$ cat config.mk
export PLATFORM = sky130hd
export DESIGN_NAME = control_puerta
export DESIGN_NICKNAME = d
export VERILOG_FILES = /design/src/rtl/control_puerta.sv
export SDC_FILE = /design/constraint.sdc
export NUM_CORES = 1
export LEC_CHECK = 0
export CAP_MARGIN = 5
export CORE_MARGIN = 2
export CORE_UTILIZATION = 45
export CTS_BUF_LIST = sky130_fd_sc_hd__clkbuf_16
export CTS_CLUSTER_DIAMETER = 200
export DETAILED_ROUTE_END_ITERATION = 6
export PLACE_DENSITY = 0.69
export SETUP_SLACK_MARGIN = 0.15
export SYNTH_ARGS = -nofsm -noshare
export SYNTH_HDL_FRONTEND = slang
export SYNTH_SLANG_ARGS = --single-unit
$ cat constraint.sdc
create_clock -name clk -period 1.7 [get_ports clk]
set_input_delay 0.34 -clock clk [delete_from_list [all_inputs] [get_ports clk]]
set_output_delay 0.34 -clock clk [all_outputs]
set_load 0.02 [all_outputs]
$ cat src/rtl/control_puerta.sv
// control_puerta
//
// Single-door access sequencer for the warehouse gate. Arbitrates entry and
// exit requests onto the one physical door, drives the door actuator, waits
// for a confirmed passage from the S1/S2 direction detector, closes the door
// again and keeps the occupancy count against a capacity limit.
//
// Parameters:
//   CAP     maximum occupancy (entry refused when count == CAP), CAP <= 2^W-1
//   W       occupancy counter width
//   T_OPEN  cycles allowed for the limit switch to confirm open or closed
//   T_PASS  cycles allowed for a passage once the door is open
//
// Ports:
//   clk, rst   clock (rising edge) and asynchronous active-high reset
//   req_in     entry request (level, held until granted)
//   req_out    exit request (level)
//   pas_in     one-cycle pulse: entry passage completed
//   pas_out    one-cycle pulse: exit passage completed
//   door_open  limit switch, 1 = fully open, 0 = fully closed
//   door_cmd   1 = drive door open, 0 = drive closed
//   gnt_in     entry side granted (one-hot with gnt_out)
//   gnt_out    exit side granted
//   V          green light, pass now
//   R          red light, warehouse full or fault
//   count      current occupancy
//   full       count == CAP
//   empty      count == 0
//   err        fault latched (cleared only by rst)
//
// All outputs are decoded from registers only; there is no combinational
// path from any input to any output.

module control_puerta #(
  parameter int CAP    = 15,
  parameter int W      = 4,
  parameter int T_OPEN = 50,
  parameter int T_PASS = 200
) (
  input  logic         clk,
  input  logic         rst,
  input  logic         req_in,
  input  logic         req_out,
  input  logic         pas_in,
  input  logic         pas_out,
  input  logic         door_open,
  output logic         door_cmd,
  output logic         gnt_in,
  output logic         gnt_out,
  output logic         V,
  output logic         R,
  output logic [W-1:0] count,
  output logic         full,
  output logic         empty,
  output logic         err
);

  localparam int T_MAX = (T_OPEN > T_PASS) ? T_OPEN : T_PASS;
  // The timer only ever has to hold values up to T_MAX-1.
  localparam int TW    = (T_MAX > 1) ? $clog2(T_MAX) : 1;

  localparam logic [TW-1:0] OPEN_LAST = TW'(T_OPEN - 1);
  localparam logic [TW-1:0] PASS_LAST = TW'(T_PASS - 1);
  localparam logic [W-1:0]  CAP_W     = W'(CAP);

  typedef enum logic [2:0] {
    S_IDLE,
    S_ABRIR,
    S_PASO,
    S_CERRAR,
    S_FALLO
  } state_t;

  state_t        state_q, state_d;
  logic [TW-1:0] timer_q, timer_d;
  logic [W-1:0]  count_q, count_d;
  logic          gnt_in_q, gnt_in_d;
  logic          gnt_out_q, gnt_out_d;
  // 1 = the exit side was served last, so an entry wins the next tie.
  logic          prio_out_q, prio_out_d;

  logic          elig_in;
  logic          elig_out;

  // Entry is only eligible with room left and exit only with someone inside,
  // which is what keeps the counter from ever wrapping.
  assign elig_in  = req_in  & ~full;
  assign elig_out = req_out & ~empty;

  // Next-state, counter, grant and priority logic.
  always_comb begin
    state_d    = state_q;
    timer_d    = timer_q;
    count_d    = count_q;
    gnt_in_d   = gnt_in_q;
    gnt_out_d  = gnt_out_q;
    prio_out_d = prio_out_q;

    unique case (state_q)
      S_IDLE: begin
        // On a tie the side opposite to the last one served wins.
        if (elig_in && (!elig_out || prio_out_q)) begin
          gnt_in_d = 1'b1;
          state_d  = S_ABRIR;
        end else if (elig_out) begin
          gnt_out_d = 1'b1;
          state_d   = S_ABRIR;
        end
      end

      S_ABRIR: begin
        if (door_open) begin
          state_d = S_PASO;
        end else if (timer_q == OPEN_LAST) begin
          state_d = S_FALLO;
        end
      end

      S_PASO: begin
        // A pulse in the wrong direction, or both at once, means someone is
        // moving against the granted flow: treat it as a fault.
        if (pas_in && pas_out) begin
          state_d = S_FALLO;
        end else if (pas_in) begin
          if (gnt_in_q) begin
            count_d = count_q + W'(1);
            state_d = S_CERRAR;
          end else begin
            state_d = S_FALLO;
          end
        end else if (pas_out) begin
          if (gnt_out_q) begin
            count_d = count_q - W'(1);
            state_d = S_CERRAR;
          end else begin
            state_d = S_FALLO;
          end
        end else if (timer_q == PASS_LAST) begin
          state_d = S_CERRAR;
        end
      end

      S_CERRAR: begin
        if (!door_open) begin
          state_d    = S_IDLE;
          prio_out_d = gnt_out_q;
          gnt_in_d   = 1'b0;
          gnt_out_d  = 1'b0;
        end else if (timer_q == OPEN_LAST) begin
          state_d = S_FALLO;
        end
      end

      S_FALLO: begin
        state_d = S_FALLO;
      end

      default: begin
        state_d = S_FALLO;
      end
    endcase

    // Grants are dropped the moment a fault is entered.
    if (state_d == S_FALLO) begin
      gnt_in_d  = 1'b0;
      gnt_out_d = 1'b0;
    end

    // The timer restarts on every state change and only runs in the states
    // that can time out.
    if (state_d != state_q) begin
      timer_d = '0;
    end else if (state_q == S_ABRIR || state_q == S_PASO || state_q == S_CERRAR) begin
      timer_d = timer_q + TW'(1);
    end
  end

  always_ff @(posedge clk or posedge rst) begin
    if (rst) begin
      state_q    <= S_IDLE;
      timer_q    <= '0;
      count_q    <= '0;
      gnt_in_q   <= 1'b0;
      gnt_out_q  <= 1'b0;
      prio_out_q <= 1'b1;
    end else begin
      state_q    <= state_d;
      timer_q    <= timer_d;
      count_q    <= count_d;
      gnt_in_q   <= gnt_in_d;
      gnt_out_q  <= gnt_out_d;
      prio_out_q <= prio_out_d;
    end
  end

  assign full     = (count_q == CAP_W);
  assign empty    = (count_q == '0);
  assign count    = count_q;
  assign gnt_in   = gnt_in_q;
  assign gnt_out  = gnt_out_q;
  assign door_cmd = (state_q == S_ABRIR) || (state_q == S_PASO);
  assign V        = (state_q == S_PASO);
  assign err      = (state_q == S_FALLO);
  assign R        = err | ((state_q == S_IDLE) & full);

endmodule

==> flow_metrics.tcl, run 1 <==
set metrics [dict create \
    status "finished with violations" \
    violations "setup timing" \
    clkTransAtPathRegs_ns 0.05 \
    grt_max_degree 19 \
    drtIter0Drc 10 \
    syn_area_sq_mm 0.001144 \
    min_period_ns 1.848 \
    dp_hpwl_mm 2.065 \
    cap_violations 0 \
    rrSetupSlack_ns -0.15 \
    use_met2_pct 44.18 \
    holdBufCountCts 0 \
    yosysSeqAreaShare_pct 39.50 \
    ant_nets 0 \
    busiest_layer "met2" \
    ios 19 \
    hold_viol 0 \
    viasPerCell 5.424 \
    area_delta_synth_final_pct 59.63 \
    slowest_stage "dfrtp_2" \
    layout.cells.non_filler 203 \
    endpoint "R" \
    crit_top_cell "buf_6" \
    comb_power_share_pct 53.4 \
    detailroute.via_count 1101 \
    p_int_mw 1.438 \
    wire_per_inst_um 14.80 \
    synth_nets 129 \
    grt_first_pass_wirelength_mm 4.719 \
    r2r_cells 6 \
    dp.cells 194 \
    post-route-util_pct 75.05 \
    cp_cell_sequence "buf_4 > buf_6 > buf_6 > nand4_1 > inv_1 > o21a_1 > buf_6" \
    cp-start-kind "flop" \
    end_kind "primary output" \
    cts.htree.levels 1 \
    powerDensity_mw_per_mm2 1237 \
    crit_start "count[3]$_DFFE_PP0P_" \
    rows 18 \
    path_class "reg -> out" \
    drt-pass1-iter-count 4 \
    antenna_found_initial 0 \
    coreArea_sq_mm 0.002432 \
    root_buffer "clkbuf_16" \
    die_w_um 54.41 \
    nNetsFinal 186 \
    cts.path.max_buffers 2 \
    hold_class "in -> async" \
    rsz0062_at_grt "yes" \
    reg2reg_to "timer_q[1]$_DFFE_PP0P_" \
    port_buffers 18 \
    synth_edf_count 0 \
    cts_sinks 18 \
    critPathArrivalTime_ns 1.51 \
    overflow 0 \
    p_clk_share_pct 21.0 \
    met1_usage_pct 22.24 \
    final_common_cell "buf_4" \
    grt_pass1_vias 1146 \
    grtUsageMet3_pct 5.191 \
    switching_share_pct 36.34 \
    mostFrequentLayoutCells "buf_4 (33), nor2_1 (12), dfrtp_1 (11)" \
    rr_startpoint "count[3]$_DFFE_PP0P_" \
    syn_inst 117 \
    p_sw_mw 0.8206 \
    ys_warn_count 0 \
    clk_latency_ns 0.25 \
    finClkSkew_ns 0.003162 \
    fmax_mhz 541.2 \
    drive_above_1_share_pct 45.66 \
    seq_power_share_pct 25.6 \
    post-route-period-util_pct 108.7 \
    ys_ff_latch 18 \
    total_leakage_power_nw 0.8569 \
    place_congestion 0.8534 \
    critical_path_required_ns 1.36 \
    antennaDiodeCount 0 \
    drc 0 \
    syn_avg_cell_area_sq_um 9.774 \
    numCtsBuffers 3 \
    synth_flop_cell "dfrtp_1" \
    slew_violations 0 \
    critPathMaxStageDelay_ns 0.40 \
    peakVddDrop_mv 1.019 \
    crit_path_max_fanout 3 \
    async_flop_share_pct 100.0 \
    initial_core_util_pct 47.02 \
    tightest_slew_ns 0.3382 \
    routed_wl_mm 3.005 \
    slew_headroom_pct 77.25 \
    grt_use_total_pct 22.98 \
    die_area_sq_mm 0.002960 \
    cts_tree "built" \
    fp.dieH_um 54.41 \
    setup_slack_ns -0.1478 \
    ys_types 43 \
    setup_viol 13 \
]
-- synthesized netlist by cell type (3+ instances only) --
| master | n | area [sq um] |
|---|---|---|
| ha_1 | 4 | 50.05 |
| xor2_1 | 7 | 61.31 |
| inv_1 | 6 | 22.52 |
| buf_2 | 3 | 15.01 |
| nand2_1 | 9 | 33.78 |
| nor3_1 | 3 | 15.01 |
| nand4_1 | 4 | 25.02 |
| nor2_1 | 15 | 56.30 |
| a21oi_1 | 5 | 25.02 |
| xnor2_1 | 6 | 52.55 |
| dfrtp_1 | 17 | 425.4 |
| nand3_1 | 3 | 15.01 |
-- power groups by stage --
stage,clock [mW],combinational [mW],sequential (mW)
finish,0.475,1.21,0.579
global route,0.507,1.31,0.588
CTS,0.482,1.07,0.575
detailed placement,0,1.02,0.572
global placement,0,1.00,0.567
floorplan,0,0.538,0.604
-- cell families after synthesis --
| family | after synthesis | synth area share [%] |
|---|---|---|
| mux | 2 | 1.969 |
| buf+inv | 10 | 3.610 |
| simple gates | 48 | 22.32 |
| fa+ha+maj | 5 | 6.127 |
| compound gates | 21 | 16.52 |
| xor+xnor | 13 | 9.956 |
| flops | 18 | 39.50 |
-- final cells by class --
class / instances / area [sq um]
multi-input combinational: 89 / 762.0
fill: 178 / 606.8
timing repair buffer: 56 / 465.4
sequential: 18 / 459.2
clock buffer: 3 / 75.07
tap: 30 / 37.54
inverter: 6 / 22.52
clock inverter: 1 / 3.754
-- timing repair --
| item | in CTS | in global routing |
|---|---|---|
| setup buffers | 2 | 3 |
| pin swaps | 15 | 6 |
| endpoints found under the setup margin | 26 | 20 |
| gates resized for setup | 47 | 20 |
| cloned | 0 | 0 |
-- worst min path at each step --
stage	from	to	slack (ns)	cells after the start
after floorplan	rst	count[2]$_DFFE_PP0P_	0.28	1
after global placement	count[3]$_DFFE_PP0P_	count[3]$_DFFE_PP0P_	0.55	2
after detailed placement	count[3]$_DFFE_PP0P_	count[3]$_DFFE_PP0P_	0.57	2
after CTS	rst	timer_q[0]$_DFFE_PP0P_	0.42	3
after global routing	rst	timer_q[0]$_DFFE_PP0P_	0.45	3
final	rst	timer_q[0]$_DFFE_PP0P_	0.41	3
-- routing by layer --
metal,wire length [um],vias up
met1,1186,542
met3,111,7
met4,57,0
met5,0,-
li1,-,530
met2,1650,22
-- critical path: cells and delay by family, from the launching register on --
kind / cells / cell delay, ns
AND/OR/NAND/NOR: 1 / 0.10
AO/OA/AOI/OAI: 1 / 0.20
buffers and inverters: 5 / 0.55
flip-flops: 1 / 0.40
-- state kept, by name (all words and copies together) (netlist names) --
| signal | cells |
|---|---|
| prio_out_q | 1 |
| gnt_out | 1 |
| gnt_in | 1 |
| state_q | 3 |
| count | 4 |
| timer_q | 8 |
-- metrics by stage --
| stage | TNS, ns | hold WS, ns | power (mW) | area (sq um) | worst slack (ns) |
|---|---|---|---|---|---|
| floorplan | -0.04674 | 0.2776 | 1.142 | 1162 | -0.04674 |
| detailed placement | -3.141 | 0.5653 | 1.595 | 1609 | -0.3024 |
| global placement | -2.597 | 0.5527 | 1.571 | 1609 | -0.2460 |
| finish | -1.195 | 0.4086 | 2.258 | 1826 | -0.1478 |
| CTS | -1.008 | 0.4240 | 2.127 | 1758 | -0.1435 |
| global route | -2.136 | 0.4535 | 2.401 | 1826 | -0.2140 |
No activity file was read; power rests on OpenSTA's default activity.
==> run 2, diff against run 1 <==
- ABC_AREA: unset -> 1
- PLACE_DENSITY: 0.69 -> 0.82
==> flow_metrics.tcl, run 2 <==
set metrics [dict create \
    drt-pass1-iter-count 4 \
    synth_area_leader_cell "dfrtp_1" \
    viasPerCell 5.207 \
    critPathArrivalTime_ns 1.83 \
    wire_per_inst_um 13.24 \
    syn_avg_cell_area_sq_um 7.071 \
    holdBufCountCts 0 \
    cap_violations 0 \
    detailroute.via_count 1333 \
    slew_headroom_pct 74.35 \
    multiInputGateArea_sq_um 753.2 \
    hold_class "in -> async" \
    ys_types 25 \
    yosysSeqAreaShare_pct 37.14 \
    drive_above_1_share_pct 36.73 \
    whs_ns 0.4045 \
    clkTransAtPathRegs_ns 0.06 \
    synth_edf_count 0 \
    port_buffers 18 \
    largest_register "timer_q" \
    ant_nets 0 \
    finalPower_mw 1.979 \
    cp-start-kind "flop" \
    area_delta_synth_final_pct 50.21 \
    layout.cells.non_filler 256 \
    path_class "reg -> reg" \
    ys_warn_count 0 \
    fillers 186 \
    syn_inst 172 \
    post-route-util_pct 72.42 \
    total_leakage_power_nw 0.9332 \
    ys_ff_latch 18 \
    rows 18 \
    final_common_cell "nand2_1" \
    min_period_ns 1.658 \
    mostFrequentLayoutCells "nand2_1 (45), buf_4 (32), inv_1 (18)" \
    grt_max_degree 19 \
    coreArea_sq_mm 0.002522 \
    reg2reg_to "timer_q[3]$_DFFE_PP0P_" \
    synth.top_cell.area_share_pct 34.98 \
    powerDensity_mw_per_mm2 1083 \
    dp_hpwl_mm 2.285 \
    critical_path_required_ns 1.88 \
    ios 19 \
    crit_path_max_fanout 8 \
    dp.cells 246 \
    hold_viol 0 \
    drtIter0Drc 53 \
    die_w_um 55.99 \
    fp.dieH_um 55.99 \
    status "completed" \
    tightest_slew_ns 0.3812 \
    setup_viol 0 \
    finClkSkew_ns 0.004498 \
    grt_use_total_pct 22.20 \
    antennaDiodeCount 0 \
    post-route-period-util_pct 97.51 \
    numCtsBuffers 3 \
    initial_core_util_pct 48.21 \
    peakVddDrop_mv 0.6913 \
    slew_violations 0 \
    root_buffer "clkbuf_16" \
    clk_latency_ns 0.25 \
    nNetsFinal 239 \
    rsz0062_at_grt "yes" \
    routed_wl_mm 3.390 \
    cts_tree "built" \
    rr_startpoint "state_q[0]$_DFF_PP0_" \
    place_ws_ns -0.2686 \
    seqCellArea_sq_um 452.9 \
    end_kind "flop" \
    overflow 0 \
    synth_most_common_cell "nand2_1" \
    place_congestion 0.8855 \
    drc 0 \
    cts.path.max_buffers 2 \
    setup_slack_ns 0.04236 \
    die_area_sq_mm 0.003134 \
    syn_area_sq_mm 0.001216 \
    synth_common_cells "nand2_1 (50), nor2_1 (25), inv_1 (22)" \
    antenna_found_initial 0 \
    synth_nets 184 \
    grt_first_pass_wirelength_mm 5.602 \
    synth_flop_cell "dfrtp_1" \
    dpl_cell_area_sq_mm 0.001642 \
    tns_ns 0 \
    cts_sinks 18 \
    largest_reg_flops 8 \
    rrSetupSlack_ns 0.04 \
    r2r_cells 12 \
    async_flop_share_pct 100.0 \
    finalInstanceArea_sq_mm 0.001827 \
    fmax_mhz 603.3 \
    synthTopCellsByArea "dfrtp_1 (35%), nand2_1 (15%), nor2_1 (7.7%)" \
    grt_pass1_vias 1317 \
    cts.htree.levels 1 \
]
[run 2: changes by cell type in the layout (fill, tap and decap cells not counted), sizes merged, moves of 3 or more]
cell,change
nand2,+42
inv,+18
nor2,+18
o21ai,+5
buf,-6
nand3,+3
[run 2: per-layer routing]
layer	track usage, %	up-vias	wire length (um)
li1	-	653	-
met1	28.42	625	1381
met2	38.32	51	1788
met3	2.558	4	185
met4	8.163	0	34
met5	0	-	0
[run 2: area by class of cell]
type	count	area share [%]
multi-input cells	129	41.23
repair buffers	51	22.67
clock inverters	1	0.2055
inverters	24	4.932
well taps	30	2.055
flip-flops and latches	18	24.79
clock buffers	3	4.110
[run 2: worst max-delay path by stage]
stage	slack [ns]	to	from
floorplan	0.15	gnt_out$_DFFE_PP0P_	count[0]$_DFFE_PP0P_
global placement	-0.13	count[3]$_DFFE_PP0P_	pas_in
detailed placement	-0.27	count[3]$_DFFE_PP0P_	pas_in
CTS	0.05	V	state_q[0]$_DFF_PP0_
global route	-0.04	timer_q[3]$_DFFE_PP0P_	timer_q[1]$_DFFE_PP0P_
finish	0.04	timer_q[3]$_DFFE_PP0P_	state_q[0]$_DFF_PP0_
[run 2: cell families (layout without fill, tap and decap cells)]
family                   Yosys count  count (layout)  synth area share (%)
AND/OR/NAND/NOR                  100             100                 36.32
buffers and inverters             25              79                 7.819
flip-flops                        18              18                 37.14
AO/OA/AOI/OAI                     15              15                 6.482
XOR/XNOR                           9               9                 6.481
adder cells (fa/ha/maj)            5               5                 5.762
[run 2: timing repair]
item	in CTS	in global routing
pin swaps	3	11
endpoints found under the setup margin	22	18
buffers inserted	3	3
resized for setup	39	34
[run 2: worst max-delay path: stages (launching register included)]
cell,delay [ns]
dfrtp_1,0.40
buf_6,0.14
buf_6,0.12
nand3_2,0.07
buf_4,0.12
nor2_4,0.03
nor2_2,0.08
nor2_2,0.06
nor2_2,0.15
nand3_2,0.10
nand2_2,0.09
nand2_4,0.11
nor2_2,0.12
[run 2: power by group]
group / total, mW / internal [mW] / switching (mW) / leakage (nW)
combinational: 0.935 / 0.408 / 0.526 / 0.656
sequential: 0.568 / 0.498 / 0.0698 / 0.239
clock: 0.476 / 0.313 / 0.164 / 0.0385
==> run 3, diff against run 2 <==
- SLEW_MARGIN: unset -> 10
==> results of run 3 <==
The final DEF is identical to that of run 2; final timing and power are the same.
